$ cat src/rtl/arm_pipe_pkg.sv
// Shared decode-stage types for the 5-stage ARM pipeline: register specifier
// width, the in-flight write scoreboard entry and the per-cycle advance action.
package arm_pipe_pkg;

  localparam int REG_W = 4;

  typedef struct packed {
    logic             v;
    logic [REG_W-1:0] dest;
    logic             wb;
    logic             ld;
  } sb_entry_t;

  localparam sb_entry_t SB_EMPTY = '{v: 1'b0, dest: {REG_W{1'b0}}, wb: 1'b0, ld: 1'b0};

  typedef enum logic [1:0] {
    ACT_ISSUE  = 2'b00,
    ACT_BUBBLE = 2'b01,
    ACT_HOLD   = 2'b10
  } sb_action_t;

endpackage

$ cat src/rtl/hazard_controller_if.sv
// ID-stage decode fields in, pipeline-register controls out; sb_view exposes
// the scoreboard contents (EXE at index 0, WB at index 2) for observation.
interface hazard_controller_if #(
  parameter int STALL_CNT_W = 16
);
  import arm_pipe_pkg::*;

  logic                   fwd_en;
  logic                   id_valid;
  logic [REG_W-1:0]       src1;
  logic                   src1_used;
  logic [REG_W-1:0]       src2;
  logic                   two_src;
  logic                   id_wb_en;
  logic                   id_mem_r_en;
  logic [REG_W-1:0]       id_dest;
  logic                   branch_taken;
  logic                   mem_busy;
  logic                   hazard;
  logic                   freeze_front;
  logic                   freeze_pipe;
  logic                   flush;
  logic [STALL_CNT_W-1:0] stall_cnt;
  sb_entry_t [2:0]        sb_view;

  modport master (
    output fwd_en, id_valid, src1, src1_used, src2, two_src,
           id_wb_en, id_mem_r_en, id_dest, branch_taken, mem_busy,
    input  hazard, freeze_front, freeze_pipe, flush, stall_cnt, sb_view
  );

  modport slave (
    input  fwd_en, id_valid, src1, src1_used, src2, two_src,
           id_wb_en, id_mem_r_en, id_dest, branch_taken, mem_busy,
    output hazard, freeze_front, freeze_pipe, flush, stall_cnt, sb_view
  );

endinterface

$ cat src/rtl/hazard_controller_sb_match.sv
// One source operand against one scoreboard slot: hit only for a live,
// register-writing entry whose destination equals the operand.
module sb_match
  import arm_pipe_pkg::*;
(
  input  sb_entry_t        i_entry,
  input  logic [REG_W-1:0] i_reg,
  input  logic             i_used,
  output logic             o_match
);

  assign o_match = i_used & i_entry.v & i_entry.wb & (i_entry.dest == i_reg);

endmodule

$ cat src/rtl/hazard_controller.sv
// Decode-stage hazard controller: tracks in-flight writes in EXE/MEM/WB and
// drives bubble, flush and freeze controls with zero-cycle latency to ID.
module hazard_controller
  import arm_pipe_pkg::*;
#(
  parameter int STALL_CNT_W = 16
) (
  input  logic              clk,
  input  logic              rst,
  hazard_controller_if.slave bus
);

  sb_entry_t              r_exe;
  sb_entry_t              r_mem;
  sb_entry_t              r_wb;
  logic [STALL_CNT_W-1:0] r_stall_cnt;

  sb_entry_t              w_id_entry;
  sb_action_t             w_action;
  logic                   w_use1;
  logic                   w_use2;
  logic                   w_s1_exe;
  logic                   w_s2_exe;
  logic                   w_s1_mem;
  logic                   w_s2_mem;
  logic                   w_raw;
  logic                   w_hazard;
  logic                   w_flush;
  logic                   w_freeze_front;
  logic                   w_freeze_pipe;

  assign w_use1 = bus.id_valid & bus.src1_used;
  assign w_use2 = bus.id_valid & bus.two_src;

  assign w_id_entry = '{v:    bus.id_valid,
                        dest: bus.id_dest,
                        wb:   bus.id_wb_en & bus.id_valid,
                        ld:   bus.id_mem_r_en & bus.id_valid};

  sb_match u_s1_exe (.i_entry(r_exe), .i_reg(bus.src1), .i_used(w_use1), .o_match(w_s1_exe));
  sb_match u_s2_exe (.i_entry(r_exe), .i_reg(bus.src2), .i_used(w_use2), .o_match(w_s2_exe));
  sb_match u_s1_mem (.i_entry(r_mem), .i_reg(bus.src1), .i_used(w_use1), .o_match(w_s1_mem));
  sb_match u_s2_mem (.i_entry(r_mem), .i_reg(bus.src2), .i_used(w_use2), .o_match(w_s2_mem));

  // WB is never consulted: the register file writes on the opposite edge.
  always_comb begin
    w_raw = 1'b0;
    if (bus.fwd_en) begin
      w_raw = (w_s1_exe | w_s2_exe) & r_exe.ld;
    end else begin
      w_raw = w_s1_exe | w_s2_exe | w_s1_mem | w_s2_mem;
    end
  end

  // Controls are forced low while reset is held, even if busy/branch are asserted.
  always_comb begin
    w_action       = ACT_ISSUE;
    w_hazard       = 1'b0;
    w_flush        = 1'b0;
    w_freeze_front = 1'b0;
    w_freeze_pipe  = 1'b0;
    if (!rst) begin
      w_action = ACT_HOLD;
    end else if (bus.mem_busy) begin
      w_action       = ACT_HOLD;
      w_freeze_front = 1'b1;
      w_freeze_pipe  = 1'b1;
    end else if (bus.branch_taken) begin
      w_action = ACT_BUBBLE;
      w_flush  = 1'b1;
    end else if (w_raw) begin
      w_action       = ACT_BUBBLE;
      w_hazard       = 1'b1;
      w_freeze_front = 1'b1;
    end else begin
      w_action = ACT_ISSUE;
    end
  end

  // Scoreboard advance: issue the ID instruction, insert a bubble, or freeze.
  always_ff @(posedge clk or negedge rst) begin
    if (!rst) begin
      r_exe <= SB_EMPTY;
      r_mem <= SB_EMPTY;
      r_wb  <= SB_EMPTY;
    end else begin
      case (w_action)
        ACT_ISSUE: begin
          r_exe <= w_id_entry;
          r_mem <= r_exe;
          r_wb  <= r_mem;
        end
        ACT_BUBBLE: begin
          r_exe <= SB_EMPTY;
          r_mem <= r_exe;
          r_wb  <= r_mem;
        end
        ACT_HOLD: begin
          r_exe <= r_exe;
          r_mem <= r_mem;
          r_wb  <= r_wb;
        end
        default: begin
          r_exe <= SB_EMPTY;
          r_mem <= SB_EMPTY;
          r_wb  <= SB_EMPTY;
        end
      endcase
    end
  end

  // Saturating count of bubble-inserting hazard cycles.
  always_ff @(posedge clk or negedge rst) begin
    if (!rst) begin
      r_stall_cnt <= {STALL_CNT_W{1'b0}};
    end else if (w_hazard && (r_stall_cnt != {STALL_CNT_W{1'b1}})) begin
      r_stall_cnt <= r_stall_cnt + {{(STALL_CNT_W-1){1'b0}}, 1'b1};
    end else begin
      r_stall_cnt <= r_stall_cnt;
    end
  end

  assign bus.hazard       = w_hazard;
  assign bus.flush        = w_flush;
  assign bus.freeze_front = w_freeze_front;
  assign bus.freeze_pipe  = w_freeze_pipe;
  assign bus.stall_cnt    = r_stall_cnt;
  assign bus.sb_view      = {r_wb, r_mem, r_exe};

endmodule

$ cat src/flat_wrapper.sv
// flat-port wrapper written by rule: the top's interface ports become plain ports
module hazard_controller_flat import arm_pipe_pkg::*;
#(
  parameter int STALL_CNT_W = 16
)
  (clk, rst, bus_fwd_en, bus_id_valid, bus_src1, bus_src1_used, bus_src2, bus_two_src, bus_id_wb_en, bus_id_mem_r_en, bus_id_dest, bus_branch_taken, bus_mem_busy, bus_hazard, bus_freeze_front, bus_freeze_pipe, bus_flush, bus_stall_cnt, bus_sb_view);
  hazard_controller_if #(.STALL_CNT_W(STALL_CNT_W)) bus_i ();
  input  logic clk;
  input  logic rst;
  input wire logic [$bits(bus_i.fwd_en)-1:0] bus_fwd_en;
  input wire logic [$bits(bus_i.id_valid)-1:0] bus_id_valid;
  input wire logic [$bits(bus_i.src1)-1:0] bus_src1;
  input wire logic [$bits(bus_i.src1_used)-1:0] bus_src1_used;
  input wire logic [$bits(bus_i.src2)-1:0] bus_src2;
  input wire logic [$bits(bus_i.two_src)-1:0] bus_two_src;
  input wire logic [$bits(bus_i.id_wb_en)-1:0] bus_id_wb_en;
  input wire logic [$bits(bus_i.id_mem_r_en)-1:0] bus_id_mem_r_en;
  input wire logic [$bits(bus_i.id_dest)-1:0] bus_id_dest;
  input wire logic [$bits(bus_i.branch_taken)-1:0] bus_branch_taken;
  input wire logic [$bits(bus_i.mem_busy)-1:0] bus_mem_busy;
  output wire logic [$bits(bus_i.hazard)-1:0] bus_hazard;
  output wire logic [$bits(bus_i.freeze_front)-1:0] bus_freeze_front;
  output wire logic [$bits(bus_i.freeze_pipe)-1:0] bus_freeze_pipe;
  output wire logic [$bits(bus_i.flush)-1:0] bus_flush;
  output wire logic [$bits(bus_i.stall_cnt)-1:0] bus_stall_cnt;
  output wire logic [$bits(bus_i.sb_view)-1:0] bus_sb_view;
  assign bus_i.fwd_en = bus_fwd_en;
  assign bus_i.id_valid = bus_id_valid;
  assign bus_i.src1 = bus_src1;
  assign bus_i.src1_used = bus_src1_used;
  assign bus_i.src2 = bus_src2;
  assign bus_i.two_src = bus_two_src;
  assign bus_i.id_wb_en = bus_id_wb_en;
  assign bus_i.id_mem_r_en = bus_id_mem_r_en;
  assign bus_i.id_dest = bus_id_dest;
  assign bus_i.branch_taken = bus_branch_taken;
  assign bus_i.mem_busy = bus_mem_busy;
  assign bus_hazard = bus_i.hazard;
  assign bus_freeze_front = bus_i.freeze_front;
  assign bus_freeze_pipe = bus_i.freeze_pipe;
  assign bus_flush = bus_i.flush;
  assign bus_stall_cnt = bus_i.stall_cnt;
  assign bus_sb_view = bus_i.sb_view;
  hazard_controller #(.STALL_CNT_W(STALL_CNT_W)) u_core (.clk(clk), .rst(rst), .bus(bus_i));
endmodule
$ cat config.mk
export PLATFORM = sky130hd
export DESIGN_NAME = hazard_controller_flat
export DESIGN_NICKNAME = d
export VERILOG_FILES = /design/src/rtl/arm_pipe_pkg.sv /design/src/rtl/hazard_controller_if.sv /design/src/rtl/hazard_controller_sb_match.sv /design/src/rtl/hazard_controller.sv /design/src/flat_wrapper.sv
export SDC_FILE = /design/constraint.sdc
export NUM_CORES = 1
export LEC_CHECK = 0
export ABC_CLOCK_PERIOD_IN_PS = 2800
export BUFFER_PORTS_ARGS = -buffer_cell sky130_fd_sc_hd__clkbuf_2
export CAP_MARGIN = 20
export CORE_ASPECT_RATIO = 1.2
export CORE_UTILIZATION = 50
export DETAILED_ROUTE_END_ITERATION = 8
export PLACE_DENSITY = 0.79
export SLEW_MARGIN = 10
export SYNTH_ARGS = -nofsm -noshare
export SYNTH_HDL_FRONTEND = slang
export SYNTH_SLANG_ARGS = --single-unit
export TNS_END_PERCENT = 5
$ cat constraint.sdc
create_clock -name clk -period 2.8 [get_ports clk]
set_input_delay 0.56 -clock clk [delete_from_list [all_inputs] [get_ports clk]]
set_output_delay 0.56 -clock clk [all_outputs]
set_load 0.03 [all_outputs]
# Yosys cells after proc, flatten, opt, wreduce, memory -nomap -nowiden
# Index checks and enable logic that the tools add are counted.
[classes]
n_eq_ne = 7
reduce_logical = 3
n_mux = 19
add_sub_neg = 1
n_bitwise = 20
[ops]
columns = ["cell", "n"]
rows = [
  ["$pmux W7 S2", 3],
  ["$and A1 B1 Y1", 17],
  ["$add A16 B1 Y16 const B", 1],
  ["$eq A4 B4 Y1", 4],
  ["$ne A16 B16 Y1 const B", 1],
  ["$mux W1", 13],
  ["$mux W2", 3],
  ["$or A1 B1 Y1", 3],
  ["$eq A2 B1 Y1 const B", 1],
  ["$eq A2 B2 Y1 const B", 1],
  ["$logic_not A2 Y1", 1],
  ["$reduce_or A2 Y1", 1],
  ["$logic_and A1 B1 Y1", 1],
]
[word_totals]
out_inout_bits = 41
inputBits = 22
register_bits = 37

# Depth between registers and ports, before layout
[depth]
word_depth = 15
depth_mapped = 8
depth_no_buf = 7

# Hierarchy
# A second synthesis with hierarchy kept.
[unflattened]
hier_cells = 152
hier_area_um2 = 1879.3
[modules_own_cells]
columns = ["mod", "cells_per_inst", "area_each_um2", "n_inst"]
rows = [
  ["hazard_controller", 128, 1664.1, 1],
  ["sb_match", 6, 53.8, 4],
]

# Worst setup path after synthesis
# OpenSTA, ideal clock, no wires.
[synth_path]
path_kind = "register -> output"
start = "reg u_core.r_exe (netlist bit u_core.bus.sb_view[4])"
end = "out bus_hazard"
path_buffers = 1
setup_slack_ns = -0.124
path_stages_with_launch = 8
t_arrival_ns = 2.364
t_required_ns = 2.240
cell_sequence = "dfrtp_1 xor2_1 nor2_1 nand4_1 a21boi_0 o32ai_4 buf_4 nor3_1"
[synth_between]
elab_chain_len = 10
word_cells_on_any_way = 13
[synth_rtl]
columns = ["item", "line", "rtl"]
rows = [
  ["start: declaration", "hazard_controller.sv:13", "sb_entry_t r_exe;"],
  ["start signal: assignment", "hazard_controller.sv:89", "r_exe <= w_id_entry;"],
  ["start signal: assignment", "hazard_controller.sv:99", "r_exe <= r_exe;"],
  ["$eq A4 B4 Y1", "hazard_controller_sb_match.sv:12", "assign o_match = i_used & i_entry.v & i_entry.wb & (i_entry.dest == i_reg);"],
  ["$and A1 B1 Y1", "hazard_controller_sb_match.sv:12", ""],
  ["$or A1 B1 Y1 (*)", "hazard_controller.sv:49, hazard_controller.sv:51", ""],
  ["$or A1 B1 Y1 (2 in series)", "hazard_controller.sv:51", "w_raw = w_s1_exe | w_s2_exe | w_s1_mem | w_s2_mem;"],
  ["$mux W1 (*)", "hazard_controller.sv:48", "if (bus.fwd_en) begin"],
  ["$mux W1 (*)", "hazard_controller.sv:71", "end else if (w_raw) begin"],
  ["$mux W1 (*)", "hazard_controller.sv:68", "end else if (bus.branch_taken) begin"],
  ["$mux W1 (*)", "hazard_controller.sv:64", "end else if (bus.mem_busy) begin"],
  ["$mux W1 (*)", "hazard_controller.sv:62", "if (!rst) begin"],
  ["end: declaration", "flat_wrapper.sv:21", "output wire logic [$bits(bus_i.hazard)-1:0] bus_hazard;"],
]
# Mark *: on every way between the ends. The rest lies on a longest branch, timed or not.

# Worst setup path in the final report
[layout_path]
start = "reg u_core.r_exe (netlist bit u_core.bus.sb_view[4])"
end = "out bus_freeze_front"
[layout_between]
elab_chain_len = 10
word_cells_on_any_way = 13
[layout_rtl]
columns = ["item", "line", "rtl"]
rows = [
  ["$eq A4 B4 Y1", "hazard_controller_sb_match.sv:12", ""],
  ["$and A1 B1 Y1", "hazard_controller_sb_match.sv:12", ""],
  ["$or A1 B1 Y1 (*)", "hazard_controller.sv:49, hazard_controller.sv:51", ""],
  ["$or A1 B1 Y1 (2 in series)", "hazard_controller.sv:51", ""],
  ["$mux W1 (*)", "hazard_controller.sv:48", ""],
  ["$mux W1 (*)", "hazard_controller.sv:71", ""],
  ["$mux W1 (*)", "hazard_controller.sv:68", ""],
  ["$mux W1 (*)", "hazard_controller.sv:64", ""],
  ["$mux W1 (*)", "hazard_controller.sv:62", ""],
  ["end: declaration", "flat_wrapper.sv:22", "output wire logic [$bits(bus_i.freeze_front)-1:0] bus_freeze_front;"],
]
# Marks and branches as above.

==> qor.yml <==
sta:
  timing_hold_violations_final: 0
  max_slew.worst_pin.slew_ns: 0.510
  max-slew-margin-rel: 0.660
  clock_skew_ns: 0.00746
  grt_setup_unrepaired: "no"
  period_share: 0.920
  final.min_clock_period_ns: 2.58
  fmaxAchievable_ghz: 0.388
  timing.setup.tns_ns: 0
  finalSetupViolCount: 0
  timing_max_transition_violations_final: 0
synthesis:
  yosys.cell_types.count: 34
  post_synth.cell_area_avg_um2: 12.0
  netlist_instances: 160
  yosysWarnings: 0
  post_synthesis_instance_area_mm2: 0.00193
  synth.yosys.seq_area_share: 0.481
  post_synthesis_sequential_element_count: 37
  synthesis.nets: 183
status:
  result_of_the_run: "finished clean"
routing:
  detailroute.via_count: 1494
  remaining_drcs: 0
  routed_wire_length_um: 3990
  routed_wire_length_per_instance_um: 14.2
  drt-pass1-iter-count: 4
  antenna_left: 0
  initial_detailed_routing_violation_count: 60
  vias_per_cell: 5.32
grt:
  globalRouteTotalUtil: 0.213
  grt_overflow: 0
  largest_net_degree_at_the_start_of_global_routing: 29
  first_pass_grt_wire_length_um: 6670
  first_global_vias: 1467
  initial_antenna_violation_count: 0
finish:
  drive_gt1_frac: 0.467
  antennaDiodeCount: 0
  nNetsFinal: 251
  synthToLayoutAreaGrowth_pct: 24.4
  most_frequent_cells_in_the_layout: "62 x sky130_fd_sc_hd__clkbuf_2, 37 x sky130_fd_sc_hd__dfrtp_1, 18 x sky130_fd_sc_hd__xor2_1"
  most_common_library_cell_in_the_layout_ignoring_fill_and_taps: "sky130_fd_sc_hd__clkbuf_2"
  multi_input_comb_area_um2: 961
  num-fill-cells: 321
  sequential_cell_area_um2: 926
worst_setup_path:
  crit_arrival_ns: 2.02
  worst-path-max-fanout: 5
  criticalPathCategory: "flop to output pin"
  crit_path_start_kind: "flop"
  critical_path_required_ns: 2.24
  reg2reg_setup_slack_ns: 0.48
  cp-end-kind: "output pin"
clock_network:
  cts_sinks: 37
  tritoncts: "done"
  cts.htree.levels: 2
  post-cts-setup-buffers: 0
  worstSkewPairLatency_ns: 0.29
  postCtsHoldBufs: 0
  cts_made_buffers: 5
  cts_root_buffer: "sky130_fd_sc_hd__clkbuf_8"
  post_cts_clock_slew_at_the_launch_and_capture_registers_of_the_worst_setup_and_hold_paths_ns: 0.07
  clock_path_buffers: 2
pwr:
  report.power.total_w: 0.00127
  p_leak_nw: 1.24
  power.density_mw_per_mm2: 530
  vdd_ir_drop_max_mv: 0.323
placement:
  finalWeightedCongestion: 0.734
  buffer_ports.inserted: 62
  hpwlAfterDp_um: 2930
die:
  chipWidth_um: 58.7
  die_height_um: 70.0
  floorplan_core_area_mm2: 0.00366
  io_pins: 63
  placement_rows: 24
  initial_utilization: 0.526
  fp.dieArea_mm2: 0.00411
hold_path:
  holdCritPathClass: "input port to async pin"
job:
  max-cap-violations: 0
==> layer usage <==
layer / routed length [µm] / vias up / global-route usage
li1: - / 705 / -
met4: 48 / 0 / 0.0794
met2: 1920 / 64 / 0.345
met3: 286 / 4 / 0.0481
met1: 1730 / 721 / 0.276
met5: 0 / - / 0
==> power by group <==
group / switching, W / internal [W] / total [W]
sequential: 0.0000482 / 0.000579 / 0.000627
clock: 0.000191 / 0.000172 / 0.000362
combinational: 0.000173 / 0.000107 / 0.000280
==> registers in the layout, indices dropped and copies added (netlist names) <==
signal / cells
u_core.bus.sb_view: 21
u_core.bus.stall_cnt: 16
==> worst paths after layout <==
| kind | start | end | cells past startpoint |
|---|---|---|---|
| setup / recovery | u_core.bus.sb_view[4] | bus_freeze_front | 8 |
| hold / removal | rst | u_core.bus.sb_view[11] | 1 |
| setup reg to reg | u_core.bus.stall_cnt[6] | u_core.bus.stall_cnt[1] | 7 |
| hold reg to reg | u_core.bus.stall_cnt[15] | u_core.bus.stall_cnt[15] | 1 |
| max in group asynchronous | rst | u_core.bus.stall_cnt[11] | 2 |
| min in group clk | u_core.bus.stall_cnt[15] | u_core.bus.stall_cnt[15] | 1 |
==> synth_stat cells (all sizes together) <==
master / count / area [µm²]
nand2: 5 / 18.8
ha: 1 / 12.5
a32o: 2 / 20.0
xnor2: 12 / 105
nand3: 11 / 55.1
mux2: 15 / 169
dfrtp: 37 / 926
nor2: 8 / 30.0
mux2i: 1 / 10.0
a21boi: 1 / 7.51
clkbuf: 3 / 11.3
nor3b: 2 / 26.3
and2: 3 / 23.8
nand4: 7 / 43.8
a22o: 5 / 43.8
nor4: 4 / 46.3
xor2: 18 / 158
o21a: 1 / 7.51
nand2b: 1 / 6.26
a311o: 1 / 10.0
o32ai: 1 / 27.5
nor3: 12 / 111
buf: 3 / 22.5
and3: 3 / 23.8
inv: 3 / 11.3
==> logic make-up after synthesis <==
family                     share of synthesized area
AOI/OAI and AO/OA                             0.0604
xor gates and xnor gates                       0.136
buffers and inverters                         0.0234
muxes                                         0.0929
DFF                                            0.481
and+or+nand+nor                                0.200
adders and majority gates                    0.00649
==> timing repair <==
action | in CTS | in global routing
hold endpoints to repair | 0 | 0
resized for setup | 0 | 1
endpoints found under the setup margin | 0 | 1
==> critical path: stages, from the launching register on <==
cell                       delay [ns]
sky130_fd_sc_hd__dfrtp_1         0.46
sky130_fd_sc_hd__xor2_1          0.19
sky130_fd_sc_hd__nor2_1          0.10
sky130_fd_sc_hd__nand4_1         0.12
sky130_fd_sc_hd__a21boi_1        0.27
sky130_fd_sc_hd__o32ai_4         0.15
sky130_fd_sc_hd__nor2_1          0.11
sky130_fd_sc_hd__o21a_1          0.13
sky130_fd_sc_hd__clkbuf_2        0.20
==> area by class of cell <==
type,count,share of cell area
well taps,52,0.0271
multi-input cells,114,0.401
clock inverters,3,0.00731
clock buffers,5,0.0287
repair buffers,67,0.145
flip-flops and latches,37,0.386
inverters,3,0.00470
==> through the flow <==
stage | hold slack, ns | setup WS, ns | area (µm²) | utilization | std cells
after floorplan | 0.264 | 0.132 | 1930 | - | 160
after global placement | 0.452 | 0.275 | 2310 | 0.631 | 273
after detailed placement | 0.457 | 0.211 | 2310 | 0.631 | 273
after CTS | 0.143 | 0.0966 | 2400 | 0.654 | 281
after global routing | 0.155 | 0.101 | 2400 | 0.654 | 281
final | 0.137 | 0.224 | 2400 | 0.654 | 281
No activity file was read; power rests on OpenSTA's default activity.
